==> config.mk <==
export PLATFORM = sky130hd
export DESIGN_NAME = mult_stream_feeder_flat
export DESIGN_NICKNAME = d
export VERILOG_FILES = /design/src/rtl/mult_pkg.sv /design/src/rtl/mult_stream_feeder_if.sv /design/src/rtl/mult_op_fifo.sv /design/src/rtl/mult_stream_feeder.sv /design/src/flat_wrapper.sv
export SDC_FILE = /design/constraint.sdc
export NUM_CORES = 1
export LEC_CHECK = 0
export CAP_MARGIN = 0
export CORE_MARGIN = 5
export CORE_UTILIZATION = 47
export DETAILED_ROUTE_END_ITERATION = 12
export PLACE_DENSITY_LB_ADDON = 0.3
export REMOVE_ABC_BUFFERS = 1
export SETUP_SLACK_MARGIN = 0.5
export SLEW_MARGIN = 30
export SYNTH_ARGS = -nofsm -noshare
export SYNTH_HDL_FRONTEND = slang
export SYNTH_HIERARCHICAL = 1
export SYNTH_SLANG_ARGS = --single-unit
==> constraint.sdc <==
create_clock -name clk -period 6 [get_ports clk]
set_input_delay 0.9 -clock clk [delete_from_list [all_inputs] [get_ports clk]]
set_output_delay 0.9 -clock clk [all_outputs]
set_load 0.005 [all_outputs]
==> src/rtl/mult_pkg.sv <==
// Shared types for the multiplier stream feeder: default operand width,
// feeder FSM states and the operand-pair record stored in the FIFO.
package mult_pkg;

    localparam int MULT_WIDTH = 16;

    typedef enum logic [1:0] {
        IDLE,
        ISSUE,
        WAIT
    } feeder_state_t;

    typedef struct packed {
        logic [MULT_WIDTH-1:0] a;
        logic [MULT_WIDTH-1:0] b;
    } op_pair_t;

endpackage

==> src/rtl/mult_stream_feeder_if.sv <==
// Bundle of the three feeder streams: operand input, multiplier start/done
// side and result output. The feeder takes the slave view, its environment
// takes the master view.
interface mult_stream_feeder_if
    import mult_pkg::*;
#(
    parameter int WIDTH = MULT_WIDTH,
    parameter int DEPTH = 4
);
    logic                     in_valid;
    logic                     in_ready;
    logic [WIDTH-1:0]         in_a;
    logic [WIDTH-1:0]         in_b;
    logic                     mul_start;
    logic [WIDTH-1:0]         mul_a;
    logic [WIDTH-1:0]         mul_b;
    logic [2*WIDTH-1:0]       mul_product;
    logic                     mul_done;
    logic                     out_valid;
    logic                     out_ready;
    logic [2*WIDTH-1:0]       out_product;
    logic [$clog2(DEPTH):0]   count;

    modport slave (
        input  in_valid, in_a, in_b, mul_product, mul_done, out_ready,
        output in_ready, mul_start, mul_a, mul_b, out_valid, out_product, count
    );

    modport master (
        output in_valid, in_a, in_b, mul_product, mul_done, out_ready,
        input  in_ready, mul_start, mul_a, mul_b, out_valid, out_product, count
    );
endinterface

==> src/rtl/mult_op_fifo.sv <==
// Small synchronous FIFO for operand pairs. Head entry is visible
// combinationally so a pushed entry can be popped on the following cycle.
// Pops never free space for a push in the same cycle (no pass-through).
module mult_op_fifo
    import mult_pkg::*;
#(
    parameter type T     = op_pair_t,
    parameter int  DEPTH = 4
) (
    input  logic                   clk,
    input  logic                   rst_n,
    input  logic                   push,
    input  T                       wr_data,
    input  logic                   pop,
    output T                       rd_data,
    output logic                   full,
    output logic                   empty,
    output logic [$clog2(DEPTH):0] count
);
    localparam int AW = $clog2(DEPTH);

    T                mem [DEPTH];
    logic [AW-1:0]   wr_ptr_reg;
    logic [AW-1:0]   rd_ptr_reg;
    logic [AW:0]     count_reg;
    logic            push_ok;
    logic            pop_ok;

    assign full    = (count_reg == (AW+1)'(DEPTH));
    assign empty   = (count_reg == '0);
    assign push_ok = push && !full;
    assign pop_ok  = pop && !empty;
    assign rd_data = mem[rd_ptr_reg];
    assign count   = count_reg;

    // Storage write; contents need no reset since occupancy guards reads.
    always_ff @(posedge clk) begin
        if (push_ok) begin
            mem[wr_ptr_reg] <= wr_data;
        end
    end

    // Pointers wrap naturally at the power-of-two depth; occupancy tracks both ends.
    always_ff @(posedge clk or negedge rst_n) begin
        if (!rst_n) begin
            wr_ptr_reg <= '0;
            rd_ptr_reg <= '0;
            count_reg  <= '0;
        end else begin
            if (push_ok) begin
                wr_ptr_reg <= wr_ptr_reg + 1'b1;
            end
            if (pop_ok) begin
                rd_ptr_reg <= rd_ptr_reg + 1'b1;
            end
            case ({push_ok, pop_ok})
                2'b10:   count_reg <= count_reg + 1'b1;
                2'b01:   count_reg <= count_reg - 1'b1;
                default: count_reg <= count_reg;
            endcase
        end
    end
endmodule

==> src/rtl/mult_stream_feeder.sv <==
// Valid/ready front-end for a start/done sequential multiplier. Operands are
// queued, issued one at a time, and each product is held in an output
// register until the consumer takes it.
module mult_stream_feeder
    import mult_pkg::*;
#(
    parameter int WIDTH = MULT_WIDTH,
    parameter int DEPTH = 4
) (
    input  logic                clk,
    input  logic                rst,
    mult_stream_feeder_if.slave bus
);
    typedef struct packed {
        logic [WIDTH-1:0] a;
        logic [WIDTH-1:0] b;
    } pair_t;

    pair_t                   wr_pair;
    pair_t                   head_pair;
    logic                    fifo_full;
    logic                    fifo_empty;
    logic [$clog2(DEPTH):0]  fifo_count;
    logic                    pop;
    logic                    out_free;

    feeder_state_t           state_reg;
    logic                    armed_reg;
    logic                    mul_start_reg;
    logic [WIDTH-1:0]        mul_a_reg;
    logic [WIDTH-1:0]        mul_b_reg;
    logic                    out_valid_reg;
    logic [2*WIDTH-1:0]      out_product_reg;

    assign wr_pair  = '{a: bus.in_a, b: bus.in_b};
    // Issue only when the output register is guaranteed free by the time
    // the product arrives, so a capture never overwrites an unaccepted result.
    assign out_free = !out_valid_reg || bus.out_ready;
    assign pop      = (state_reg == IDLE) && !fifo_empty && out_free;

    mult_op_fifo #(
        .T     (pair_t),
        .DEPTH (DEPTH)
    ) u_fifo (
        .clk     (clk),
        .rst_n   (rst),
        .push    (bus.in_valid),
        .wr_data (wr_pair),
        .pop     (pop),
        .rd_data (head_pair),
        .full    (fifo_full),
        .empty   (fifo_empty),
        .count   (fifo_count)
    );

    assign bus.in_ready    = !fifo_full;
    assign bus.count       = fifo_count;
    assign bus.mul_start   = mul_start_reg;
    assign bus.mul_a       = mul_a_reg;
    assign bus.mul_b       = mul_b_reg;
    assign bus.out_valid   = out_valid_reg;
    assign bus.out_product = out_product_reg;

    // Issue FSM plus output register. The armed flag ignores a done level
    // left high by the previous multiply until done has been seen low once.
    always_ff @(posedge clk or negedge rst) begin
        if (!rst) begin
            state_reg       <= IDLE;
            armed_reg       <= 1'b0;
            mul_start_reg   <= 1'b0;
            mul_a_reg       <= '0;
            mul_b_reg       <= '0;
            out_valid_reg   <= 1'b0;
            out_product_reg <= '0;
        end else begin
            mul_start_reg <= 1'b0;
            if (out_valid_reg && bus.out_ready) begin
                out_valid_reg <= 1'b0;
            end
            case (state_reg)
                IDLE: begin
                    if (pop) begin
                        mul_a_reg     <= head_pair.a;
                        mul_b_reg     <= head_pair.b;
                        armed_reg     <= 1'b0;
                        mul_start_reg <= 1'b1;
                        state_reg     <= ISSUE;
                    end
                end
                ISSUE: begin
                    state_reg <= WAIT;
                end
                WAIT: begin
                    if (!bus.mul_done) begin
                        armed_reg <= 1'b1;
                    end
                    if (bus.mul_done && armed_reg) begin
                        out_product_reg <= bus.mul_product;
                        out_valid_reg   <= 1'b1;
                        state_reg       <= IDLE;
                    end
                end
                default: begin
                    state_reg <= IDLE;
                end
            endcase
        end
    end
endmodule

==> src/flat_wrapper.sv <==
// flat-port wrapper written by rule: the top's interface ports become plain ports
module mult_stream_feeder_flat import mult_pkg::*;
#(
    parameter int WIDTH = MULT_WIDTH,
    parameter int DEPTH = 4
)
  (clk, rst, bus_in_valid, bus_in_a, bus_in_b, bus_mul_product, bus_mul_done, bus_out_ready, bus_in_ready, bus_mul_start, bus_mul_a, bus_mul_b, bus_out_valid, bus_out_product, bus_count);
  mult_stream_feeder_if #(.WIDTH(WIDTH), .DEPTH(DEPTH)) bus_i ();
  input  logic clk;
  input  logic rst;
  input wire logic [$bits(bus_i.in_valid)-1:0] bus_in_valid;
  input wire logic [$bits(bus_i.in_a)-1:0] bus_in_a;
  input wire logic [$bits(bus_i.in_b)-1:0] bus_in_b;
  input wire logic [$bits(bus_i.mul_product)-1:0] bus_mul_product;
  input wire logic [$bits(bus_i.mul_done)-1:0] bus_mul_done;
  input wire logic [$bits(bus_i.out_ready)-1:0] bus_out_ready;
  output wire logic [$bits(bus_i.in_ready)-1:0] bus_in_ready;
  output wire logic [$bits(bus_i.mul_start)-1:0] bus_mul_start;
  output wire logic [$bits(bus_i.mul_a)-1:0] bus_mul_a;
  output wire logic [$bits(bus_i.mul_b)-1:0] bus_mul_b;
  output wire logic [$bits(bus_i.out_valid)-1:0] bus_out_valid;
  output wire logic [$bits(bus_i.out_product)-1:0] bus_out_product;
  output wire logic [$bits(bus_i.count)-1:0] bus_count;
  assign bus_i.in_valid = bus_in_valid;
  assign bus_i.in_a = bus_in_a;
  assign bus_i.in_b = bus_in_b;
  assign bus_i.mul_product = bus_mul_product;
  assign bus_i.mul_done = bus_mul_done;
  assign bus_i.out_ready = bus_out_ready;
  assign bus_in_ready = bus_i.in_ready;
  assign bus_mul_start = bus_i.mul_start;
  assign bus_mul_a = bus_i.mul_a;
  assign bus_mul_b = bus_i.mul_b;
  assign bus_out_valid = bus_i.out_valid;
  assign bus_out_product = bus_i.out_product;
  assign bus_count = bus_i.count;
  mult_stream_feeder #(.WIDTH(WIDTH), .DEPTH(DEPTH)) u_core (.clk(clk), .rst(rst), .bus(bus_i));
endmodule
==> impl_results.md, run 1 <==
* Crit path max-delay cell type: sky130_fd_sc_hd__buf_4
* Number of max-slew violations in the final report at 0
* Headroom to the max-slew limit at 0.3861
* Synth warn at 6
* Crit path launch type: input port
* Met3 Track Usage GR at 0.04310
* Floorplan die area at 19,320 sq um
* Cts hold-fix bufs at 0
* Post-CTS Setup Bufs at 0
* Crit path largest cell delay at around 0.47 ns
* Wire length of the first global-routing pass at 23.00 mm
* Number of antenna violations at the first check in global routing at 2
* Sum of negative setup slack at 0 ns
* Per-cell via count in the routed design at about 5.1
* Worst Clk Skew at about 0.0074 ns
* Synthesis-stage register bit count at roughly 200
* Most frequent cells in the layout: 137 x sky130_fd_sc_hd__clkdlybuf4s50_1, 128 x sky130_fd_sc_hd__edfxtp_1, 74 x sky130_fd_sc_hd__dfrtp_1, 34 x sky130_fd_sc_hd__mux2_2, 29 x sky130_fd_sc_hd__mux2_4
* Worst-margin pin slew at slightly above 0.9 ns
* Async S/R FF share, synth at 0.3725
* Critical Path Sink Type: flip-flop
* Number of global-route vias before repair at between 4,000 and 5,000
* Worst R2R End: u_core/u_fifo/count[2]
* Outcome: finished, final reports clean
* Number of H-tree branching levels at 1
* Post-Synthesis Mean Instance Area at between 20 and 25 sq um
* Clock root buffer: sky130_fd_sc_hd__clkbuf_16
* Die width at about 140 um
* Unrepaired setup endpoints after global routing: false
* Path depth of the worst reg2reg path at 10
* Post-DR wirelength/cell at 19.95 um
* Worst path bufs/invs at 3
* Post-layout instance area at between 9000 and 10,000 sq um
* Netlist area before placement at 7823 sq um
* Ports at ~140
* Total setup violations reported at the end of the flow at 0
* Final Core Density at 0.6071
* Number of diodes added for antenna fixing at 0
* Number of DRC markers after the initial detailed-route iteration at 126
* IR drop worst, VDD at between 0.3 and 0.4 mV
* Post-Synthesis Cells at between 300 and 400
* CTS Sinks at between 200 and 250
* Std-Cell Rows at 47
* Met1 Resource Use GR at 0.1952
* Min-Delay Path Class: input port to asynchronous set/reset pin
* Maximum fanout encountered on the critical timing path at 34
* Core Box Area at 16,470 sq um
* Share of the yosys chip area belonging to registers at 0.7345
* Final wirelength at between 10 and 15 mm
* CTS tree: built
* Global placement routability congestion at 0.7620
* Register clock-pin slew on the reported worst setup and hold paths at about 0.06 ns
* Total via count in the routed design at ~3,800
* Hold Vio Cnt, Final at 0
* Final net count at around 580
* Cell repeated most along the worst path: sky130_fd_sc_hd__xor2_1
* Pre-antenna DRT Iters at 4
* Total congestion overflow at 0
* Slack of the worst reg-to-reg path at approximately 3.3 ns
* CP Cell Sequence: clkdlybuf4s50_1 -> nor2b_1 -> nor4_4 -> buf_4 -> o31a_1 -> ha_1 -> inv_1 -> fa_1 -> xor2_1 -> nor2_1 -> xor2_1
* Largest delay contributor family on the critical path: buffers and inverters
* Area Growth Syn to Fin at 27.80%
* Leakage dissipation at 0.003738 uW
* Clock insertion delay at the later pin of the skew report at approximately 0.48 ns
* Power per cell area at about 510 nW/um^2
* Inserted Clock Buffers at 21
* Post-placement cell area at roughly 9300 sq um
* Number of distinct library cell variants in the gate-level netlist after synthesis at 32
* Type of the setup path with the least slack: input port to flip-flop
* Data required time at the worst endpoint at approximately 6.4 ns
* Total chip power at around 5100 uW
* Number of DRC violations after detailed routing at 0
* Initial core utilization at 0.4751
* Gr busiest metal: met2
* Period minus WS final at between 2 and 3 ns
* HPWL reported at the end of detailed placement at about 8.9 mm
* Data arrival time at the worst-slack endpoint at between 3 and 4 ns
* Port Buffers at 138
* Fraction of the cycle the final worst path needs at 0.4975
* Commonest non-fill, non-tap cell in the layout: sky130_fd_sc_hd__clkdlybuf4s50_1
* Max reg flops at between 100 and 150
* Die span in y at 139.0 um
* Fraction of layout instances using a drive strength above 1 at 0.2630
* Maximum number of pins on one net before global-route repair at 77
* Top_reg_cell synth: sky130_fd_sc_hd__edfxtp_1
* Remaining antenna violation count after routing at 0
* Total routing usage reported by global routing at 0.1498
* Maximum frequency from static timing analysis at about 340 MHz
* GR Util met2 at 0.2503
* Count of flip-flops with a built-in enable after synthesis at approximately 130
* Number of gates given a new drive strength after cts at 0
* Clock tree buffer depth at 3
* Maxcap violations at 0
* Reg-to-reg startpoint: u_core/u_fifo/count[0]
## metal layers
metal  wire length [um]  part of all wire  vias to the layer above
met4                252             0.017                        4
met5                 27            0.0018                        -
met3                984             0.067                       27
li1                   -                 -                     1694
met2               7026              0.48                      134
met1               6493              0.44                     1952
## through the flow
| step | instances | setup slack (ns) | hold WS [ns] |
|---|---|---|---|
| finish | 741 | 3.015 | 0.4572 |
| global route | 741 | 2.800 | 0.5177 |
| CTS | 741 | 2.988 | 0.4889 |
| detailed placement | 704 | 2.481 | 0.4836 |
| global placement | 704 | 2.558 | 0.4887 |
| floorplan | 344 | 2.542 | 0.4828 |
## area by class of cell
cell class	count	area, sq um
Fill cell	1196	6469
Sequential cell	204	5748
Multi-Input combinational cell	131	1877
Timing Repair Buffer	140	1398
Clock buffer	23	543.0
Tap cell	220	275.3
Clock inverter	14	122.6
Inverter	9	33.78
## worst register-to-register path: stages (launching register included)
cell,delay (ns)
sky130_fd_sc_hd__dfrtp_1,0.47
sky130_fd_sc_hd__nor3_1,0.16
sky130_fd_sc_hd__nor4_4,0.21
sky130_fd_sc_hd__buf_4,0.47
sky130_fd_sc_hd__o31a_1,0.28
sky130_fd_sc_hd__ha_1,0.20
sky130_fd_sc_hd__inv_1,0.06
sky130_fd_sc_hd__fa_1,0.37
sky130_fd_sc_hd__xor2_1,0.15
sky130_fd_sc_hd__nor2_1,0.11
sky130_fd_sc_hd__xor2_1,0.17
## cells in the mapped netlist (4+ instances only)
| cell type | number | area [sq um] |
|---|---|---|
| sky130_fd_sc_hd__edfxtp_1 | 128 | 3844 |
| sky130_fd_sc_hd__dfrtp_1 | 76 | 1902 |
| sky130_fd_sc_hd__mux2_2 | 34 | 382.9 |
| sky130_fd_sc_hd__mux2_4 | 29 | 435.4 |
| sky130_fd_sc_hd__mux4_2 | 28 | 630.6 |
| sky130_fd_sc_hd__inv_1 | 8 | 30.03 |
| sky130_fd_sc_hd__buf_12 | 6 | 120.1 |
| sky130_fd_sc_hd__buf_2 | 6 | 30.03 |
| sky130_fd_sc_hd__ha_1 | 5 | 62.56 |
| sky130_fd_sc_hd__and2_1 | 4 | 25.02 |
| sky130_fd_sc_hd__mux4_1 | 4 | 105.1 |
| sky130_fd_sc_hd__nand2_1 | 4 | 15.01 |
## worst max path at each step
| stage | startpoint | endpoint | slack, ns | depth (start not counted) |
|---|---|---|---|---|
| 2_1_floorplan | bus_out_ready | u_core/u_fifo/count[2] | 2.54 | 9 |
| 3_3_place_gp | bus_out_ready | u_core/u_fifo/count[2] | 2.56 | 11 |
| 3_5_place_dp | bus_out_ready | u_core/u_fifo/count[2] | 2.48 | 11 |
| 4_1_cts | bus_out_ready | u_core/u_fifo/count[2] | 2.99 | 11 |
| 5_1_grt | bus_out_ready | u_core/u_fifo/count[2] | 2.80 | 11 |
| 6_report | bus_out_ready | u_core/u_fifo/count[2] | 3.02 | 11 |
## power breakdown
group	switching [uW]	internal (uW)	leakage (uW)
clock	506	738	0.000318
sequential	245	1970	0.00208
combinational	615	1070	0.00134
total	1370	3780	0.00374
## cells by family (layout without fill, tap and decap cells)
logic type | after synthesis | in the layout | synth area share
flip-flops | 204 | 204 | 0.7345
multiplexers | 98 | 98 | 0.2028
buffers and inverters | 24 | 186 | 0.02687
AND/OR/NAND/NOR | 18 | 18 | 0.01567
adder cells (fa/ha/maj) | 6 | 6 | 0.01056
XOR/XNOR | 6 | 6 | 0.006719
AO/OA/AOI/OAI | 3 | 3 | 0.002879
(Power assumes the default switching activity.)
==> run 2: changes to the inputs <==
Clock period 6 ns to 2.4 ns, I/O delays scaled along.
==> run 2 against run 1 <==
- routed wire length increased by 3.3%
- global-route usage increased by 0.92 points
- register-to-register slack got worse by 3.0 ns
- clock power increased to 2.6 times the previous value
- worst setup slack got worse by 2.7 ns
- final area increased by 4.8%
- sequential share of layout area decreased by 2.6 points
- clock skew increased by 0.012 ns
- die area unchanged
- critical path depth decreased by 3
- largest power group unchanged
==> impl_results.md, run 2 (same netlist as run 1, synthesis figures left out) <==
* Layout fillers at 1,155 (-3.4%)
* Inserted Clock Buffers at 22 (+4.8%)
* CTS Sinks at 204 (unchanged)
* Port Buffers at 138 (unchanged)
* Total congestion overflow at 0 (unchanged)
* Worst-margin pin slew at 0.6623 ns (-0.2585 ns)
* Std-Cell Rows at 47 (unchanged)
* Per-cell via count in the routed design at 5.070 (-1.4%)
* Clock insertion delay at the later pin of the skew report at 0.50 ns (+0.02 ns)
* Max reg flops at 128 (unchanged)
* Post-DR wirelength/cell at 19.53 um (-2.1%)
* Unrepaired setup endpoints after global routing: true
* CTS tree: built
* Number of DRC violations after detailed routing at 0 (unchanged)
* Clock root buffer: sky130_fd_sc_hd__clkbuf_16
* Crit path launch type: flip-flop
* Outcome: finished, final reports clean
* Die span in y at 139.0 um (unchanged)
* Core Box Area at 16,470 sq um (unchanged)
* Initial core utilization at 0.4751 (unchanged)
* Final net count at 621 (+6.7%)
* Data required time at the worst endpoint at 2.80 ns (-3.60 ns)
* Floorplan die area at 19,320 sq um (unchanged)
* Hold Vio Cnt, Final at 0 (unchanged)
* Combinational power share at 0.361 (+0.033)
* Total setup violations reported at the end of the flow at 0 (unchanged)
* Total via count in the routed design at 3,965 (+4.0%)
* Leakage dissipation at 0.004020 uW (+7.5%)
* Maximum frequency from static timing analysis at roughly 480 MHz
* # placed instances at 721 (+2.4%)
* Fraction of layout instances using a drive strength above 1 at 0.3327 (+0.06978)
* Type of the setup path with the least slack: flip-flop to flip-flop
* Power per cell area at 1305 nW/um^2 (+150%)
* Commonest non-fill, non-tap cell in the layout: sky130_fd_sc_hd__clkdlybuf4s50_1
* Area Growth Syn to Fin at 33.96%
* Final wirelength at 15.28 mm (+3.3%)
* Part of the power in registers at 0.402 (-0.028)
* Data arrival time at the worst-slack endpoint at 2.48 ns (-0.91 ns)
* Number of global-route vias before repair at 4,409 (+6.4%)
* Number of diodes added for antenna fixing at 0 (unchanged)
* Period minus WS final at between 2 and 2.5 ns
* Number of max-slew violations in the final report at 0 (unchanged)
* Number of cells in the finished layout apart from fillers at 782 (+5.5%)
* Maxcap violations at 0 (unchanged)
* Clock tree buffer depth at 3 (unchanged)
* Number of H-tree branching levels at 1 (unchanged)
* Worst Clk Skew at 0.01905 ns (+0.01167 ns)
* IR drop worst, VDD at 1.038 mV (+220%)
* Global placement routability congestion at 0.8027 (+5.3%)
* Critical Path Sink Type: flip-flop
* Total routing usage reported by global routing at 0.1589 (+0.009166)
* Headroom to the max-slew limit at 0.5585 (+0.1723)
* Cell-internal power at 10,030 uW (+170%)
* Net switching power of the design at 3640 uW (+170%)
* Ports at 139 (unchanged)
* Die width at 139.0 um (unchanged)
* Fraction of the cycle the final worst path needs at 0.8683
* Area taken by multi-input logic gates at 1917 sq um (+2.1%)
* Register clock-pin slew on the reported worst setup and hold paths at 0.06 ns (about the same)
* Pre-antenna DRT Iters at 4 (unchanged)
* Min-Delay Path Class: input port to asynchronous set/reset pin
* Most frequent cells in the layout: 134 x sky130_fd_sc_hd__clkdlybuf4s50_1, 128 x sky130_fd_sc_hd__edfxtp_1, 70 x sky130_fd_sc_hd__dfrtp_1, 34 x sky130_fd_sc_hd__mux2_2, 30 x sky130_fd_sc_hd__buf_4
* Total chip power at 13,670 uW (+170%)
* HPWL reported at the end of detailed placement at 9.653 mm (+8.6%)
* Maximum fanout encountered on the critical timing path at 2 (-94%)
* Clock network fraction of design power at 0.238 (-0.004)
* Number of DRC markers after the initial detailed-route iteration at 147 (+17%)
* Remaining antenna violation count after routing at 0 (unchanged)
* Maximum number of pins on one net before global-route repair at 44 (-43%)
* Number of antenna violations at the first check in global routing at 0 (-2)
* Wire length of the first global-routing pass at 24.59 mm (+6.9%)
* Sequential standard cell area at 5753 sq um (about the same)
* Sw Share at 0.2662 (+0.0004213)
-- run 2: area by class of cell --
class | count | share of cell area
tap | 220 | 0.02627
timing repair buffer | 178 | 0.1703
clock buffer | 33 | 0.06125
inverter | 9 | 0.003224
sequential | 204 | 0.5490
clock inverter | 7 | 0.007045
multi-input combinational | 131 | 0.1829
-- run 2: path summary, 6_finish.rpt --
path | from | slack [ns] | cells past startpoint | to
max reg2reg | u_core/state_reg[0] | 0.32 | 8 | u_core/u_fifo/count[2]
min in group clk | bus_mul_done | 0.48 | 2 | u_core/armed_reg
min | rst | 0.47 | 2 | u_core/bus.mul_b[11]
min reg2reg | u_core/bus.mul_b[14] | 0.49 | 1 | u_core/bus.mul_b[14]
max in group asynchronous | rst | 1.31 | 3 | u_core/bus.out_product[10]
max | u_core/state_reg[0] | 0.32 | 8 | u_core/u_fifo/count[2]
-- run 2: worst max-delay path, cell delays in order (launching register included) --
cell and delay [ns]:
sky130_fd_sc_hd__dfrtp_2 0.42, sky130_fd_sc_hd__nor4_4 0.29, sky130_fd_sc_hd__o31a_1 0.25, sky130_fd_sc_hd__ha_4 0.16, sky130_fd_sc_hd__inv_2 0.04, sky130_fd_sc_hd__fa_2 0.34, sky130_fd_sc_hd__xor2_1 0.17, sky130_fd_sc_hd__nor2_1 0.14
sky130_fd_sc_hd__xor2_1 0.18
-- run 2: layer usage --
layer / wire [um] / vias to the layer above / track usage
li1: - / 1778 / -
met1: 6509 / 2016 / 0.2108
met2: 7258 / 152 / 0.2603
met3: 1263 / 19 / 0.04966
met4: 244 / 0 / 0.03708
met5: 0 / - / 0
-- run 2: timing repair --
| item | in CTS | in global routing |
|---|---|---|
| hold buffers | 1 | 0 |
| endpoints found under the hold margin | 42 | 0 |
| setup endpoints to repair | 3 | 60 |
| resized for setup | 11 | 15 |
| pin swaps | 3 | 9 |
| buffers inserted | 10 | 10 |
-- run 2: power by group through the flow --
stage          registers (uW)  clock network [uW]  logic (uW)
4_1_cts                  5530                3360        4800
2_1_floorplan            5610                   0        2230
3_3_place_gp             5530                   0        4510
6_report                 5490                3250        4930
3_5_place_dp             5590                   0        4590
5_1_grt                  5620                3490        5300
-- run 2: stage by stage --
stage | area (sq um) | utilization | hold WS, ns | TNS (ns) | setup WS, ns
after floorplan | 7646 | - | 0.06441 | -1.764 | -0.7248
after global placement | 9539 | 0.5793 | 0.4404 | 0 | 0.06600
after detailed placement | 9539 | 0.5793 | 0.4449 | 0 | 0.04157
after CTS | 10370 | 0.6297 | 0.4596 | 0 | 0.3624
after global routing | 10480 | 0.6364 | 0.4769 | 0 | 0.2084
final | 10480 | 0.6364 | 0.4665 | 0 | 0.3161
